`config.mk`:
```
export PLATFORM = sky130hd
export DESIGN_NAME = byte_fifo_interleaved
export DESIGN_NICKNAME = d
export VERILOG_FILES = /design/src/rtl/byte_fifo_interleaved_pkg.sv /design/src/rtl/byte_fifo_interleaved_bank.sv /design/src/rtl/byte_fifo_interleaved.sv
export SDC_FILE = /design/constraint.sdc
export NUM_CORES = 1
export LEC_CHECK = 0
export ABC_CLOCK_PERIOD_IN_PS = 4000
export CELL_PAD_IN_SITES_DETAIL_PLACEMENT = 1
export CELL_PAD_IN_SITES_GLOBAL_PLACEMENT = 2
export CORE_MARGIN = 3
export CORE_UTILIZATION = 44
export CTS_CLUSTER_SIZE = 12
export DETAILED_ROUTE_END_ITERATION = 8
export HOLD_SLACK_MARGIN = 0.05
export PLACE_DENSITY = 0.8
export SYNTH_ARGS = -nofsm -noshare
export SYNTH_HDL_FRONTEND = slang
export SYNTH_SLANG_ARGS = --single-unit
```
`constraint.sdc`:
```
create_clock -name clk_i -period 4 [get_ports clk_i]
set_clock_uncertainty 0.1 [all_clocks]
set_input_delay 1.2 -clock clk_i [delete_from_list [all_inputs] [get_ports clk_i]]
set_output_delay 1.2 -clock clk_i [all_outputs]
set_load 0.01 [all_outputs]
```
`src/rtl/byte_fifo_interleaved_pkg.sv`:
```
// Shared sizing, bank write payload and byte-lane helper for the byte-interleaved TX FIFO.
package byte_fifo_interleaved_pkg;

  localparam int unsigned FifoEntryWidthBits = 32;
  localparam int unsigned FifoEntryWidthSize = 2;
  localparam int unsigned FifoDepthBytes     = 64;

  localparam int unsigned NumBanks  = 1 << FifoEntryWidthSize;
  localparam int unsigned PtrW      = $clog2(FifoDepthBytes);
  localparam int unsigned CountW    = PtrW + 1;
  localparam int unsigned BankSelW  = FifoEntryWidthSize;
  localparam int unsigned RowW      = PtrW - BankSelW;
  localparam int unsigned BankDepth = FifoDepthBytes / NumBanks;
  localparam int unsigned WidthW    = FifoEntryWidthSize + 1;

  // One bank's write request for the current cycle.
  typedef struct packed {
    logic            en;
    logic [RowW-1:0] row;
    logic [7:0]      data;
  } bank_wr_t;

  // Byte k of a right-aligned entry of 'width' bytes, MSB first.
  function automatic logic [7:0] entry_byte(input logic [FifoEntryWidthBits-1:0] data,
                                            input logic [WidthW-1:0]             width,
                                            input logic [WidthW-1:0]             k);
    logic [WidthW-1:0] sel;
    sel = width - k - WidthW'(1);
    return 8'(data >> {sel, 3'b000});
  endfunction

endpackage

```
`src/rtl/byte_fifo_interleaved_bank.sv`:
```
// One byte-wide storage bank: synchronous write, asynchronous read, no reset on contents.
//   clk   : clock
//   we    : write enable
//   waddr : write row
//   wdata : write byte
//   raddr : read row
//   rdata : read byte (combinational)
module byte_fifo_interleaved_bank
  import byte_fifo_interleaved_pkg::*;
(
  input  logic            clk,
  input  logic            we,
  input  logic [RowW-1:0] waddr,
  input  logic [7:0]      wdata,
  input  logic [RowW-1:0] raddr,
  output logic [7:0]      rdata
);

  logic [7:0] mem [BankDepth];

  always_ff @(posedge clk) begin
    if (we) begin
      mem[waddr] <= wdata;
    end
  end

  assign rdata = mem[raddr];

endmodule

```
`src/rtl/byte_fifo_interleaved.sv`:
```
// Byte-granular transmit FIFO: 1-4 byte pushes per cycle, one byte popped per ack,
// first-word-fall-through head byte. Storage is split over byte-interleaved banks so
// any write lands in one cycle regardless of alignment.
//   clk_i        : clock
//   reset_i      : asynchronous active-high reset
//   write_enable : push request
//   write_data   : right-aligned entry, MSB byte first
//   write_width  : byte count of the entry (legal 1..4)
//   ack          : consumer took data_o, pop one byte
//   data_o       : head byte (0 while empty)
//   empty_o      : no bytes stored
//   full_o       : fewer than one full entry of space left
//   count_o      : stored byte count
module byte_fifo_interleaved
  import byte_fifo_interleaved_pkg::*;
(
  input  logic                          clk_i,
  input  logic                          reset_i,
  input  logic                          write_enable,
  input  logic [FifoEntryWidthBits-1:0] write_data,
  input  logic [WidthW-1:0]             write_width,
  input  logic                          ack,
  output logic [7:0]                    data_o,
  output logic                          empty_o,
  output logic                          full_o,
  output logic [CountW-1:0]             count_o
);

  logic [PtrW-1:0]     wr_ptr;
  logic [PtrW-1:0]     rd_ptr;
  logic [CountW-1:0]   count_next;
  logic                wr_accept;
  logic                rd_fire;
  logic [RowW-1:0]     wr_row;
  logic [BankSelW-1:0] wr_bank;
  logic [RowW-1:0]     rd_row;
  logic [BankSelW-1:0] rd_bank;
  bank_wr_t            bank_wr    [NumBanks];
  logic [7:0]          bank_rdata [NumBanks];

  assign wr_row  = wr_ptr[PtrW-1:BankSelW];
  assign wr_bank = wr_ptr[BankSelW-1:0];
  assign rd_row  = rd_ptr[PtrW-1:BankSelW];
  assign rd_bank = rd_ptr[BankSelW-1:0];

  // Acceptance uses the pre-pop count; an illegal or overflowing write is dropped whole.
  always_comb begin
    wr_accept = 1'b0;
    if (write_enable &&
        (write_width != '0) &&
        (write_width <= WidthW'(NumBanks)) &&
        (({1'b0, count_o} + (CountW+1)'(write_width)) <= (CountW+1)'(FifoDepthBytes))) begin
      wr_accept = 1'b1;
    end
    rd_fire    = ack && !empty_o;
    count_next = count_o
               + (wr_accept ? CountW'(write_width) : CountW'(0))
               - CountW'(rd_fire);
  end

  // Rotate entry bytes onto banks; banks below the start bank receive the wrapped tail
  // and therefore write one row further on.
  always_comb begin
    logic [BankSelW-1:0] lane;
    lane = '0;
    for (int b = 0; b < NumBanks; b++) begin
      lane       = BankSelW'(b) - wr_bank;
      bank_wr[b] = '0;
      if (wr_accept && (WidthW'(lane) < write_width)) begin
        bank_wr[b].en   = 1'b1;
        bank_wr[b].row  = wr_row + RowW'(BankSelW'(b) < wr_bank);
        bank_wr[b].data = entry_byte(write_data, write_width, WidthW'(lane));
      end
    end
  end

  for (genvar g = 0; g < NumBanks; g++) begin : g_bank
    byte_fifo_interleaved_bank u_bank (
      .clk   (clk_i),
      .we    (bank_wr[g].en),
      .waddr (bank_wr[g].row),
      .wdata (bank_wr[g].data),
      .raddr (rd_row),
      .rdata (bank_rdata[g])
    );
  end

  // Head byte straight from the bank holding rd_ptr; forced to 0 while empty.
  assign data_o = empty_o ? 8'h00 : bank_rdata[rd_bank];

  // Pointers, count and status flags.
  always_ff @(posedge clk_i or posedge reset_i) begin
    if (reset_i) begin
      wr_ptr  <= '0;
      rd_ptr  <= '0;
      count_o <= '0;
      empty_o <= 1'b1;
      full_o  <= 1'b0;
    end else begin
      if (wr_accept) begin
        wr_ptr <= wr_ptr + PtrW'(write_width);
      end
      if (rd_fire) begin
        rd_ptr <= rd_ptr + PtrW'(1);
      end
      count_o <= count_next;
      empty_o <= (count_next == '0);
      full_o  <= (count_next > CountW'(FifoDepthBytes - NumBanks));
    end
  end

endmodule

```
* After elaboration in Yosys (flattened, before gate mapping)
Memory sizes are Yosys's and may differ from the RTL's. Cells that the tools add are included.
Storage, ports and cells: bits in registers 21, bits in latches 0, RAM bits 512, bits in read-only memories 0, bits of input ports 39, output and inout bits 17, memories kept 4
Memories:
- g_bank[0].u_bank.mem | depth 16, bits a word 8, read ports 1, clocked after Yosys merged registers in 0, write ports 1, RTL line byte_fifo_interleaved_bank.sv:19 | logic [7:0] mem [BankDepth];
- g_bank[1].u_bank.mem | depth 16, bits a word 8, read ports 1, clocked after Yosys merged registers in 0, write ports 1, RTL line byte_fifo_interleaved_bank.sv:19
- g_bank[2].u_bank.mem | depth 16, bits a word 8, read ports 1, clocked after Yosys merged registers in 0, write ports 1, RTL line byte_fifo_interleaved_bank.sv:19
- g_bank[3].u_bank.mem | depth 16, bits a word 8, read ports 1, clocked after Yosys merged registers in 0, write ports 1, RTL line byte_fifo_interleaved_bank.sv:19
Operators by class: $add $sub $neg 21, multiply operators 0, divide/modulo/power cells 0, magnitude comparators 12, equal/unequal tests 0, shifts and indexed selects 4, mux-type cells 18, bitwise logic cells 1, reductions and logical operators 11
Operators by type and width (count):
- 32-bit by 6-bit right shift with 8-bit output | 4
- 13-bit 2-to-1 mux | 4
- 8-bit 2-to-1 mux | 3
- 4-bit by 1-bit adder with 4-bit output | 4
- 8-bit binary-select mux with 2-bit select | 1
- 2-bit by 3-bit < comparator with 1-bit output | 4
- 3-bit by 1-bit subtractor with 3-bit output (second input constant) | 4
- 3-bit by 2-bit subtractor with 3-bit output | 4
- 1-bit 2-to-1 mux | 9
- 7-bit by 3-bit adder with 8-bit output | 1
- 8-bit by 7-bit <= comparator with 1-bit output (second input constant) | 1
- 1-bit logical AND | 8
- 7-bit by 3-bit adder with 7-bit output | 1
- 7-bit by 6-bit > comparator with 1-bit output (second input constant) | 1
- 7-bit zero test | 1
- 7-bit by 1-bit subtractor with 7-bit output | 1
- 6-bit by 1-bit adder with 6-bit output (second input constant) | 1
- 6-bit by 3-bit adder with 6-bit output | 1
- 1-bit by 2-bit < comparator with 1-bit output (first input constant) | 2
- 2-bit < comparator (first input constant) | 2
- 1-bit by 2-bit subtractor with 2-bit output (first input constant) | 2
- 2-bit subtractor (first input constant) | 2
- 3-bit greater-or-equal comparator (second input constant) | 1
- 3-bit <= comparator (second input constant) | 1
- other kinds (4) | 4

* Longest topological paths before layout
word-level depth 9, mapped depth 20, depth with buffers taken out 17

* Hierarchy
A second synthesis with hierarchy kept.
Unflattened totals: cell total of the unflattened synthesis 1200, area, all modules 23527.6 µm²
Modules (own cells, without submodules):
- byte_fifo_interleaved_bank | instances 4, cells each 221, area an instance 4987.3 µm²
- byte_fifo_interleaved | instances 1, cells each 316, area an instance 3578.4 µm²

* Worst setup path before layout
Ideal clock, no wire load.
kind in2reg, start in write_width[0], end reg empty_o, setup time 0.062 ns, arrival 5.040 ns, data required time 3.838 ns, setup slack -1.202 ns, stages on the path 20, buffers on the path 3, cell sequence ha_1 fa_1 a21oi_1 o221ai_1 o31ai_1 a31oi_1 buf_2 buf_6 clkbuf_1 or2_2 ha_1 inv_1 ha_1 fa_1 a21o_1 a21oi_1 o21bai_1 a21oi_1 xnor2_1 and3_1
On the way: longest elaborated chain between the ends 9, elaborated cells between the ends (all ways) 12, classes of those cells 3 x add/sub; 2 x order compare; 2 x mux; 5 x reduce/logical
RTL lines:
- start, declared | RTL line byte_fifo_interleaved.sv:21 | input logic [WidthW-1:0] write_width,
- branches (longest 5 deep; another with 7-bit by 3-bit adder with 8-bit output)
- 3-bit 2-to-1 mux (*) | RTL line byte_fifo_interleaved.sv:57 | + (wr_accept ? CountW'(write_width) : CountW'(0))
- 7-bit by 3-bit adder with 7-bit output (*) | RTL line byte_fifo_interleaved.sv:57
- 7-bit by 1-bit subtractor with 7-bit output (*) | RTL line byte_fifo_interleaved.sv:58 | - CountW'(rd_fire);
- 7-bit zero test (*) | RTL line byte_fifo_interleaved.sv:107 | empty_o <= (count_next == '0);
- end signal, assigned | RTL line byte_fifo_interleaved.sv:107
- end, declared | RTL line byte_fifo_interleaved.sv:24 | output logic empty_o,
Mark *: on every way between the ends. A chain may end at the register's enable or synchronous reset.

* Final worst setup path
start reg rd_ptr[3], end out data_o[2]
On the way: longest elaborated chain between the ends 5, elaborated cells between the ends (all ways) 8, classes of those cells 4 x mux; 4 x memory
RTL lines:
- start, declared | RTL line byte_fifo_interleaved.sv:30 | logic [PtrW-1:0] rd_ptr;
- start signal, assigned | RTL line byte_fifo_interleaved.sv:104 | rd_ptr <= rd_ptr + PtrW'(1);
- memory read 16 x 8 bit
- 8-bit binary-select mux with 2-bit select (*) | RTL line byte_fifo_interleaved.sv:89 | assign data_o = empty_o ? 8'h00 : bank_rdata[rd_bank];
- 8-bit 2-to-1 mux (implied by the code) (*) (2 in a row) | RTL line byte_fifo_interleaved.sv:89
- 8-bit 2-to-1 mux (*) | RTL line byte_fifo_interleaved.sv:89
- end, declared | RTL line byte_fifo_interleaved.sv:23 | output logic [7:0] data_o,
Every way passes the cells marked *; elsewhere a longest branch is shown, timed or not. The select of a mux whose other input is x is not followed.

==> flow_summary_export.csv <==
group,metric,value,unit
power_and_ir_drop,pwr-share-comb,45.1,%
floorplanning,chipHeight,235,µm
power_and_ir_drop,power.share.sequential,33.3,%
global_route,grtUsageTotal,22.2,%
timing,timing.fmax,231,MHz
power_and_ir_drop,switchingPower,7.01,mW
power_and_ir_drop,power_switching_share,33.8,%
floorplanning,core,51600,µm²
worst_setup_path,path_class,"flop to primary output",
global_route,met1_usage,31.0,%
synthesis,synth_area,23100,µm²
worst_hold_path,min_path_cells,2,
final_layout,nFillCells,4557,
cts,cts-root-buf,"clkbuf_16",
synthesis,synth_edf_count,512,
worst_setup_path,r2r_setup_slack,-30,ps
placed_design,port_buffers,55,
placed_design,place_congestion,0.835,
final_layout,finalNetCount,1556,
timing,final-setup-viol-count,12,
route,drc_errors,0,
cts,clk_pin_slew,60,ps
worst_setup_path,reg2reg_depth,18,
synthesis,seq_area_frac_synth,69.0,%
global_route,busiest_layer,"met2",
cts,cts_tree,"yes",
synthesis,yosysMostFrequentCell,"edfxtp_1",
timing,tightest_slew,963,ps
floorplanning,dieWidth,235,µm
floorplanning,rows,83,
run_status,violations,"setup timing",
global_route,grt_max_degree,54,
worst_setup_path,cp_data_arrival_time,3030,ps
global_route,grt_pass1_wl,91200,µm
cts,cts.path.max_buffers,3,
placed_design,dp_hpwl,41200,µm
synthesis,ys_ff_latch,533,
route,routedWlPerCell,27.9,µm
synthesis,synth.distinct_cells,57,
synthesis,synthTopCellsByCount,"512 x edfxtp_1, 161 x mux4_2, 42 x nor2b_1",
run,max_cap_viol_count,0,
worst_setup_path,required,2700,ps
timing,setup_slack,-326,ps
route,via_per_inst,5.86,
worst_hold_path,min_to,"wr_ptr[0]",
worst_hold_path,hp-class,"flop to flop",
synthesis,async_flop_share,3.94,%
power_and_ir_drop,vdd_ir_drop_max,0.517,mV
power_and_ir_drop,p_int,13.7,mW
global_route,met3_usage,3.57,%
cts,clock_latency,600,ps
timing,finalSetupTns,-3120,ps
synthesis,synth_ff_type,"edfxtp_1",
cts,clock-sinks,533,
floorplanning,die_area,55200,µm²
worst_hold_path,hp-start,"wr_ptr[0]",
worst_setup_path,cp_max_fo,5,
cts,htreeDepth,2,
synthesis,yosysTopAreaCell,"edfxtp_1",
synthesis,synthTopCellsByArea,"edfxtp_1 67%, mux4_2 16%, dfrtp_1 2.2%, ha_1 1.7%, nor2b_1 1.1%",
timing,slew_violations,0,
worst_setup_path,cp-end-kind,"primary output",
global_route,antenna_found_initial,1,
route,vias,12800,
power_and_ir_drop,leakagePower,9.66,nW
global_route,grt_overflow,0,
floorplanning,ioPinCount,56,
global_route,grt_pass1_vias,13600,
synthesis,syn_inst,1200,
timing,period_share,108,%
timing,fin_crit,4330,ps
worst_setup_path,r2r-end,"empty_o",
route,dr.pass1.iters,5,
run_status,status,"complete, but fails checks",
timing,slew_headroom,35.7,%
synthesis,synth_top_area_share,66.7,%
route,wl,61100,µm
timing,rsz0062_at_grt,"yes",
final_layout,drive_gt1_share,40.6,%
synthesis,yosysWarnings,0,
route,drt_iter0_drc,1298,
final_layout,synthToLayoutAreaGrowth,23.7,%
power_and_ir_drop,power-per-cell-area,727,nW/µm²
global_route,use_met2,36.1,%
worst_setup_path,timing.rr.start,"count_o[0]",
worst_setup_path,worstSetupStartpointType,"flop",
floorplanning,initial_core_util,44.7,%
cts,numCtsBuffers,53,
timing,hold_viol_final,0,
synthesis,syn_area_per_cell,19.2,µm²
route,antenna_left,0,
placed_design,place_ws,-1380,ps
synthesis,syn-num-nets,1277,
power_and_ir_drop,p_clk_share,21.6,%
cell families after synthesis:
family / Yosys count / share of synthesized area, %
adder cells (fa/ha/maj): 38 / 2.26
flip-flops: 533 / 69.0
buffers and inverters: 96 / 2.15
multiplexers: 195 / 17.8
AO/OA/AOI/OAI: 91 / 2.61
AND/OR/NAND/NOR: 222 / 5.24
XOR/XNOR: 25 / 0.950
layout make-up:
| type | instances | area, µm² | share of cell area (%) |
|---|---|---|---|
| diodes | 1 | 2.50 | 0.00877 |
| well taps | 680 | 851 | 2.98 |
| clock inverters | 12 | 96.3 | 0.338 |
| repair buffers | 293 | 2890 | 10.1 |
| inverters | 27 | 104 | 0.364 |
| multi-input cells | 571 | 7270 | 25.5 |
| flip-flops and latches | 533 | 15900 | 55.8 |
| clock buffers | 70 | 1410 | 4.95 |
repair_timing:
item / in CTS / in global routing
gates cloned: 4 / 1
hold endpoints to repair: 0 / 0
setup endpoints to repair: 799 / 51
pin swaps: 30 / 35
buffers inserted: 15 / 7
hold buffers: 0 / 0
resized for setup: 120 / 48
critical path: stages, from the launching register on:
cell,delay [ps]
dfrtp_4,500
buf_6,140
buf_12,120
mux4_2,520
mux4_2,550
a21oi_2,220
buf_4,170
nand2_4,70
buf_6,130
sequential cells by signal, summed over array words and instances, names as in the netlist:
signal,flops
wr_ptr,6
full_o,1
g_bank.u_bank.mem,512
count_o,7
empty_o,1
rd_ptr,6
worst max path at each step:
| stage | end | startpoint | slack (ps) |
|---|---|---|---|
| 2_1_floorplan | empty_o | write_width[0] | -860 |
| 3_3_place_gp | empty_o | write_width[0] | -1210 |
| 3_5_place_dp | full_o | write_width[0] | -1380 |
| 4_1_cts | data_o[0] | rd_ptr[3] | -370 |
| 5_1_grt | data_o[6] | rd_ptr[3] | -420 |
| 6_report | data_o[2] | rd_ptr[3] | -330 |
layout by cell type (no fill, tap or decap), types with 12 or more instances in the layout:
| cell | n |
|---|---|
| a21oi_2 | 12 |
| buf_12 | 31 |
| buf_4 | 186 |
| buf_6 | 16 |
| clkbuf_1 | 16 |
| clkbuf_16 | 55 |
| clkdlybuf4s50_1 | 44 |
| dfrtp_1 | 16 |
| edfxtp_1 | 512 |
| ha_1 | 24 |
| inv_1 | 24 |
| mux4_2 | 168 |
| nand2_1 | 29 |
| nand2b_1 | 14 |
| nor2_1 | 40 |
| nor2b_1 | 40 |
| nor3_2 | 21 |
through the flow:
step | utilization (%) | area, µm² | std cells | power [mW] | hold WS, ps
5_1_grt | 55.3 | 28500 | 2186 | 21.7 | 594
3_5_place_dp | 51.0 | 26300 | 2081 | 15.3 | 528
3_3_place_gp | 51.0 | 26300 | 2081 | 15.1 | 492
6_report | 55.3 | 28500 | 2187 | 20.8 | 550
4_1_cts | 54.8 | 28300 | 2181 | 20.5 | 546
2_1_floorplan | - | 23300 | 1200 | 11.9 | 397
per-layer routing:
metal / routed length, µm / vias up
li1: - / 5454
met4: 1720 / 0
met5: 0 / -
met3: 3640 / 86
met1: 25600 / 6814
met2: 30200 / 472
power groups by stage:
stage	registers [mW]	clock network, mW	logic, mW
4_1_cts	6.90	4.57	9.04
3_5_place_dp	7.00	0	8.28
6_report	6.91	4.49	9.36
5_1_grt	6.94	4.80	9.94
3_3_place_gp	6.99	0	8.07
2_1_floorplan	6.81	0	5.08
(Power assumes the default switching activity.)
